<file path="src/rtl/calculator.sv">
// 4-bit sign-magnitude add/sub/mul/div unit with start/busy/done handshake.
// Define CALC_SAT_EN to saturate Q to 15 on overflow (default: wrap).
module calculator (
  input  logic       clk,
  input  logic       rst_n,
  input  logic       start,
  input  logic       signA,
  input  logic [3:0] A,
  input  logic       signB,
  input  logic [3:0] B,
  input  logic [1:0] sel,
  output logic       signQ,
  output logic [3:0] Q,
  output logic       ovf,
  output logic       dz,
  output logic       busy,
  output logic       done
);

  typedef enum logic {
    S_IDLE,
    S_DIV
  } state_t;

  state_t     r_state;
  logic [4:0] r_rem;
  logic [3:0] r_quo;
  logic [3:0] r_dvs;
  logic [1:0] r_cnt;
  logic       r_sgn;

  logic       w_sb;
  logic       w_sgn;
  logic [7:0] w_mag;
  logic       w_ovf;
  logic [3:0] w_q;
  logic       w_sq;
  logic       w_div;
  logic [4:0] w_shift;
  logic       w_ge;
  logic [4:0] w_rem_n;
  logic [3:0] w_quo_n;

  // Single-cycle path: subtract is add with B's sign flipped.
  always_comb begin
    w_sb  = signB ^ (sel == 2'b01);
    w_mag = 8'd0;
    w_sgn = 1'b0;
    if (sel[1]) begin
      w_mag = {4'd0, A} * {4'd0, B};
      w_sgn = signA ^ signB;
    end else if (signA == w_sb) begin
      w_mag = {4'd0, A} + {4'd0, B};
      w_sgn = signA;
    end else if (A >= B) begin
      w_mag = {4'd0, A - B};
      w_sgn = signA;
    end else begin
      w_mag = {4'd0, B - A};
      w_sgn = w_sb;
    end
    w_ovf = (w_mag > 8'd15);
`ifdef CALC_SAT_EN
    w_q   = w_ovf ? 4'd15 : w_mag[3:0];
`else
    w_q   = w_mag[3:0];
`endif
    w_sq  = w_sgn & (w_mag != 8'd0);
  end

  assign w_div = (sel == 2'b11);

  // Restoring divide: dividend shifts out of r_quo as quotient shifts in.
  always_comb begin
    w_shift = {r_rem[3:0], r_quo[3]};
    w_ge    = (w_shift >= {1'b0, r_dvs});
    w_rem_n = w_ge ? (w_shift - {1'b0, r_dvs}) : w_shift;
    w_quo_n = {r_quo[2:0], w_ge};
  end

  always_ff @(posedge clk or negedge rst_n) begin
    if (!rst_n) begin
      r_state <= S_IDLE;
      r_rem   <= 5'd0;
      r_quo   <= 4'd0;
      r_dvs   <= 4'd0;
      r_cnt   <= 2'd0;
      r_sgn   <= 1'b0;
      signQ   <= 1'b0;
      Q       <= 4'd0;
      ovf     <= 1'b0;
      dz      <= 1'b0;
      busy    <= 1'b0;
      done    <= 1'b0;
    end else begin
      done <= 1'b0;
      unique case (r_state)
        S_IDLE: begin
          if (start) begin
            if (w_div && (B != 4'd0)) begin
              r_state <= S_DIV;
              busy    <= 1'b1;
              r_rem   <= 5'd0;
              r_quo   <= A;
              r_dvs   <= B;
              r_cnt   <= 2'd0;
              r_sgn   <= signA ^ signB;
            end else if (w_div) begin
              signQ <= 1'b0;
              Q     <= 4'd15;
              ovf   <= 1'b0;
              dz    <= 1'b1;
              done  <= 1'b1;
            end else begin
              signQ <= w_sq;
              Q     <= w_q;
              ovf   <= w_ovf;
              dz    <= 1'b0;
              done  <= 1'b1;
            end
          end
        end
        S_DIV: begin
          r_rem <= w_rem_n;
          r_quo <= w_quo_n;
          r_cnt <= r_cnt + 2'd1;
          if (r_cnt == 2'd3) begin
            signQ   <= r_sgn & (w_quo_n != 4'd0);
            Q       <= w_quo_n;
            ovf     <= 1'b0;
            dz      <= 1'b0;
            done    <= 1'b1;
            busy    <= 1'b0;
            r_state <= S_IDLE;
          end
        end
        default: r_state <= S_IDLE;
      endcase
    end
  end

endmodule

</file>
<file path="config.mk">
export PLATFORM = sky130hd
export DESIGN_NAME = calculator
export DESIGN_NICKNAME = d
export VERILOG_FILES = /design/src/rtl/calculator.sv
export SDC_FILE = /design/constraint.sdc
export NUM_CORES = 1
export LEC_CHECK = 0
export BUFFER_PORTS_ARGS = -buffer_cell sky130_fd_sc_hd__buf_2
export CORE_MARGIN = 5
export CORE_UTILIZATION = 35
export DETAILED_ROUTE_END_ITERATION = 10
export GPL_TIMING_DRIVEN = 0
export PLACE_DENSITY = 0.65
export SYNTH_ARGS = -nofsm -noshare
export SYNTH_HDL_FRONTEND = slang
export SYNTH_SLANG_ARGS = --single-unit
</file>
<file path="constraint.sdc">
create_clock -name clk -period 1.9 [get_ports clk]
set_input_delay 0.19 -clock clk [delete_from_list [all_inputs] [get_ports clk]]
set_output_delay 0.19 -clock clk [all_outputs]
set_load 0.01 [all_outputs]
</file>
# Word-level counts from Yosys, hierarchy flattened

Cells that the tools add are included.

Bits in registers: 25
Bits of input ports: 15
Output and inout bits: 9
Word-level logic and storage cells: 88

Add/subtract/negate cells: 5
Multipliers: 1
Order comparisons: 3
Equality and inequality tests: 8
Muxes and demuxes: 46
Bitwise gates (word level): 5
Reduce and logical (&&, ||, !) cells: 8

Operators with widths:

| cell                                                                     | count |
|---|---|
| 4-bit 2-to-1 mux                                                         | 10 |
| 4-bit one-hot mux with 2 select lines                                    | 3 |
| 1-bit 2-to-1 mux                                                         | 22 |
| 1-bit one-hot mux with 2 select lines                                    | 6 |
| 4-bit subtractor                                                         | 3 |
| 3-bit AND reduction                                                      | 3 |
| 8-bit by 4-bit > comparator with 1-bit output (second input constant)    | 1 |
| 4-bit by 4-bit multiplier with 8-bit output                              | 1 |
| 8-bit 2-to-1 mux                                                         | 1 |
| 4-bit nonzero test                                                       | 2 |
| 8-bit nonzero test                                                       | 1 |
| 2-bit inequality test (second input constant)                            | 3 |
| 4-bit by 4-bit adder with 5-bit output                                   | 1 |
| 5-bit by 4-bit greater-or-equal comparator with 1-bit output             | 1 |
| 5-bit 2-to-1 mux                                                         | 1 |
| 2-bit equality test (second input constant)                              | 2 |
| 4-bit greater-or-equal comparator                                        | 1 |
| 2-bit 2-to-1 mux                                                         | 2 |
| 2-bit one-hot mux with 2 select lines                                    | 1 |
| 2-bit by 1-bit adder with 2-bit output (second input constant)           | 1 |
| 1-bit AND                                                                | 2 |
| 2-bit by 1-bit equality test with 1-bit output (second input constant)   | 1 |
| 2-bit by 1-bit inequality test with 1-bit output (second input constant) | 1 |
| 2-bit AND reduction                                                      | 1 |
| 4 further kinds                                                          | 5 |

# Logic depth before layout (Yosys ltp)

Word-level depth: 11
Gate-level depth with buffers: 14
Mapped depth without buffers: 14

# Least setup slack after synthesis

Ideal clock, no wire load.

Path kind: input to register
From: input B[1]
To: register signQ
Setup time: 0.129 ns
Arrival: 2.972 ns
Required time: 1.771 ns
Slack: -1.201 ns
Stages: 13
Path buffers: 0
Path through: inv_1 nor2_1 fa_1 fa_1 inv_1 fa_1 xnor2_1 a221oi_1 nand4b_1 nor3_1 o221ai_1 a211oi_1 o22ai_1

Cells in the longest elaborated chain, start to end: 10
Elaborated cells between the ends (all ways): 21
Those cells by class: 3 x add/sub; 1 x mul; 1 x order compare; 1 x eq/ne; 10 x mux; 1 x bitwise; 4 x reduce/logical

RTL lines:

| item                                                                                                 | RTL line | source |
|---|---|---|
| start: declaration                                                                                   | 10       | `input logic [3:0] B,` |
| parallel branches: the longest is 10 deep, another holds 4-bit by 4-bit multiplier with 8-bit output | -        |  |
| end signal: assignment                                                                               | 115      | `signQ <= w_sq;` |
| end signal: assignment                                                                               | 128      | `signQ <= r_sgn & (w_quo_n != 4'd0);` |
| end: declaration                                                                                     | 12       | `output logic signQ,` |

Several ways; the timed one is not identified. The select of a mux whose other input is x is not followed.
A chain may end at the register's enable or synchronous reset.

# Worst setup path after layout

From: input B[3]
To: register signQ

Same word-level chain as after synthesis.

==> run metrics <==
status=finished with violations; violated checks=negative setup slack; critical path, cell by cell=buf_4, inv_2, nor2_4, fa_1, fa_1, inv_1, fa_2, xnor2_1, a221oi_2, nand4b_1, nor3_2, o221ai_2, a211oi_2, o22ai_1; CTS tree=yes; placed insts=~360; critical path class=in2reg; wirelength, routed=5270 µm; Power Dens Cells=approximately 1100 nW/µm²; post-synth top area share=0.282; DR iter-0 viols=85; Filler cells=between 600 and 700; Global Route met1 Usage=0.196; most frequent cell after synthesis=ha_1; Clock Path Buffers=2; EDFF count, synth=0; core area=around 6200 µm²; post-route clock period utilization=1.52; Period minus WS final=2.88 ns; P&R area growth vs syn=22.8%; fmax=0.347 GHz; DRT Pass-1 Iters=4; Synth async-reset ratio=1.00; WP buf/inv=3; Reg area=between 600 and 700 µm²; DP Area=about 2400 µm²; Worst VDD drop=0.000645 V; clock-pin slew on the worst setup and hold paths=0.09 ns; initial antenna violation count=0; Final Slew Violations=0; layer with the highest usage=met2; Post-synth top cells=ha_1, nor2_1, dfrtp_1, inv_1, nand2_1; worst min path class=in2reg; DP Worst Slack=-1.68 ns; Final #Nets=347; CP endpoint kind=flop; GRT Overall Usage=0.137; Max Fanout on Critical Path=4; Max-Cap Viols=0; CTS Buf Count=3; Die Width=approximately 90 µm; #FFs+latches synth=25; arrival time of the worst setup path=3.06 ns; std cell rows=29; YS warnings=0; Syn Area/Cell=8.62 µm²; relative slew slack=0.597; n_diodes=0; first-pass GRT wire length=8720 µm; die area=8020 µm²; Finished Layout Cells=roughly 370; wire length per cell=between 10 and 15 µm; total global routing overflow=0; GR Layer Usage met3=0.0265; pin count of the biggest net entering global routing=26; syn_nets=a little over 300; Slew @ Worst Pin=between 0.6 and 0.7 ns; LEAKAGE=1.26 nW; Critical-path top delay cell=fa_1; Cells after Synth=257; crit-path most repeated cell=fa_1; final setup vio count=4; ANT nets after route=0; Total Neg Setup Slack=-2.32 ns; RSZ-0062 raised after global routing=true; Netlist cell types=46; number of clock sinks=25; Mapped Area=between 2000 and 2500 µm²; vias=1898; hpwl dp=4000 µm; largest area contributor in the netlist=dfrtp_1; Root Buffer=clkbuf_8; most area-consuming cells after synthesis=dfrtp_1, ha_1, fa_1; CP peak stage delay=around 0.52 ns; Final Skew=roughly 0.0063 ns; vias per cell=5.10; Finished Cell Area=2720 µm²; Die Y=around 90 µm; Worst Setup Start Kind=input pin; footprint of the multi-input gates=about 1600 µm²; Max H-tree Level=1; # IOs=24; Initial Util=0.355; drc violations=0; final hold viol count=0; Seq/Total Area, Yosys=0.282; share of layout cells above drive strength 1=0.254; RePlAce Congestion=0.870; clock latency on the worst-skew pair=0.28 ns; Req. time, crit path=about 2.1 ns; vias in the first global route=1869; kind of cell with the highest combined delay on the critical path=adder cells; Most used DFF post-synth=dfrtp_1; I/O Buffers=23; met2 GRT Util=0.220; PnR worst setup slack=-0.984 ns
==> metal layers <==
layer	share of wire	routed length, µm	up-vias
met5	0	0	-
met4	0.0040	21	0
met3	0.046	241	3
met2	0.46	2430	35
met1	0.49	2570	892
li1	-	-	968
==> final cells by class <==
class	count	area share
multi-input cells	201	0.578
repair buffers	34	0.0860
clock buffers	3	0.0152
clock inverters	1	0.00276
well taps	77	0.0354
inverters	24	0.0377
flip-flops and latches	25	0.230
plain buffers	7	0.0147
==> power by group <==
part / switching (W) / internal (W)
registers: 0.000153 / 0.000794
logic: 0.000987 / 0.000787
clock network: 0.000184 / 0.000149
==> kinds of logic after synthesis <==
logic type / count (synthesis) / synth area share
xor gates and xnor gates: 9 / 0.0390
muxes: 8 / 0.0378
AOI/OAI and AO/OA: 66 / 0.179
adders and majority gates: 36 / 0.230
buffers and inverters: 31 / 0.0582
and+or+nand+nor: 82 / 0.173
DFF: 25 / 0.282
==> worst paths after layout <==
path,slack [ns],startpoint,to,cells after the start
max in group asynchronous,1.06,rst_n,r_rem[0],2
min in group asynchronous,0.43,rst_n,r_state,2
max,-0.98,B[3],signQ,14
max reg2reg,0.15,r_rem[0],signQ,7
min,0.16,B[1],r_dvs[1],3
min reg2reg,0.48,Q[1],Q[1],2
==> worst reg2reg max path, stage by stage (launching register included) <==
cell and delay (ns):
dfrtp_2 0.45, ha_4 0.25, a21o_1 0.17, a21o_1 0.19, a21oi_4 0.25, nand2_1 0.09, a31oi_1 0.17, o22ai_1 0.08
==> cells in the final DEF, fill, tap and decap left out, drive strengths merged, types with 4 or more instances in the layout <==
cell type,instances
dfrtp,25
nor2,26
xor2,4
nand3,8
xnor2,5
clkbuf,7
ha,28
a21oi,19
mux2i,5
o31ai,4
nor3,5
buf,36
fa,8
o21ai,21
inv,22
nand2,24
and2,4
==> metrics by stage <==
stage / hold WS (ns) / utilization / total power (W)
final: 0.161 / 0.436 / 0.00305
after global routing: 0.188 / 0.436 / 0.00339
after CTS: 0.162 / 0.421 / 0.00294
after detailed placement: 0.221 / 0.391 / 0.00253
after global placement: 0.216 / 0.391 / 0.00249
after floorplan: -0.106 / - / 0.00211
==> timing repair <==
action / 4_1_cts / 5_1_grt
pin swaps: 5 / 7
resized for setup: 23 / 18
hold buffers: 1 / 0
buffers inserted: 10 / 2
setup endpoints to repair: 10 / 17
endpoints found under the hold margin: 25 / 0
==> sequential cells by signal, summed over array words and instances (netlist names) <==
signal / count
Q: 4
r_dvs: 4
r_quo: 4
r_rem: 4
r_cnt: 2
busy: 1
done: 1
dz: 1
ovf: 1
r_sgn: 1
r_state: 1
signQ: 1
Note: power is estimated with default switching activity, not from simulation.
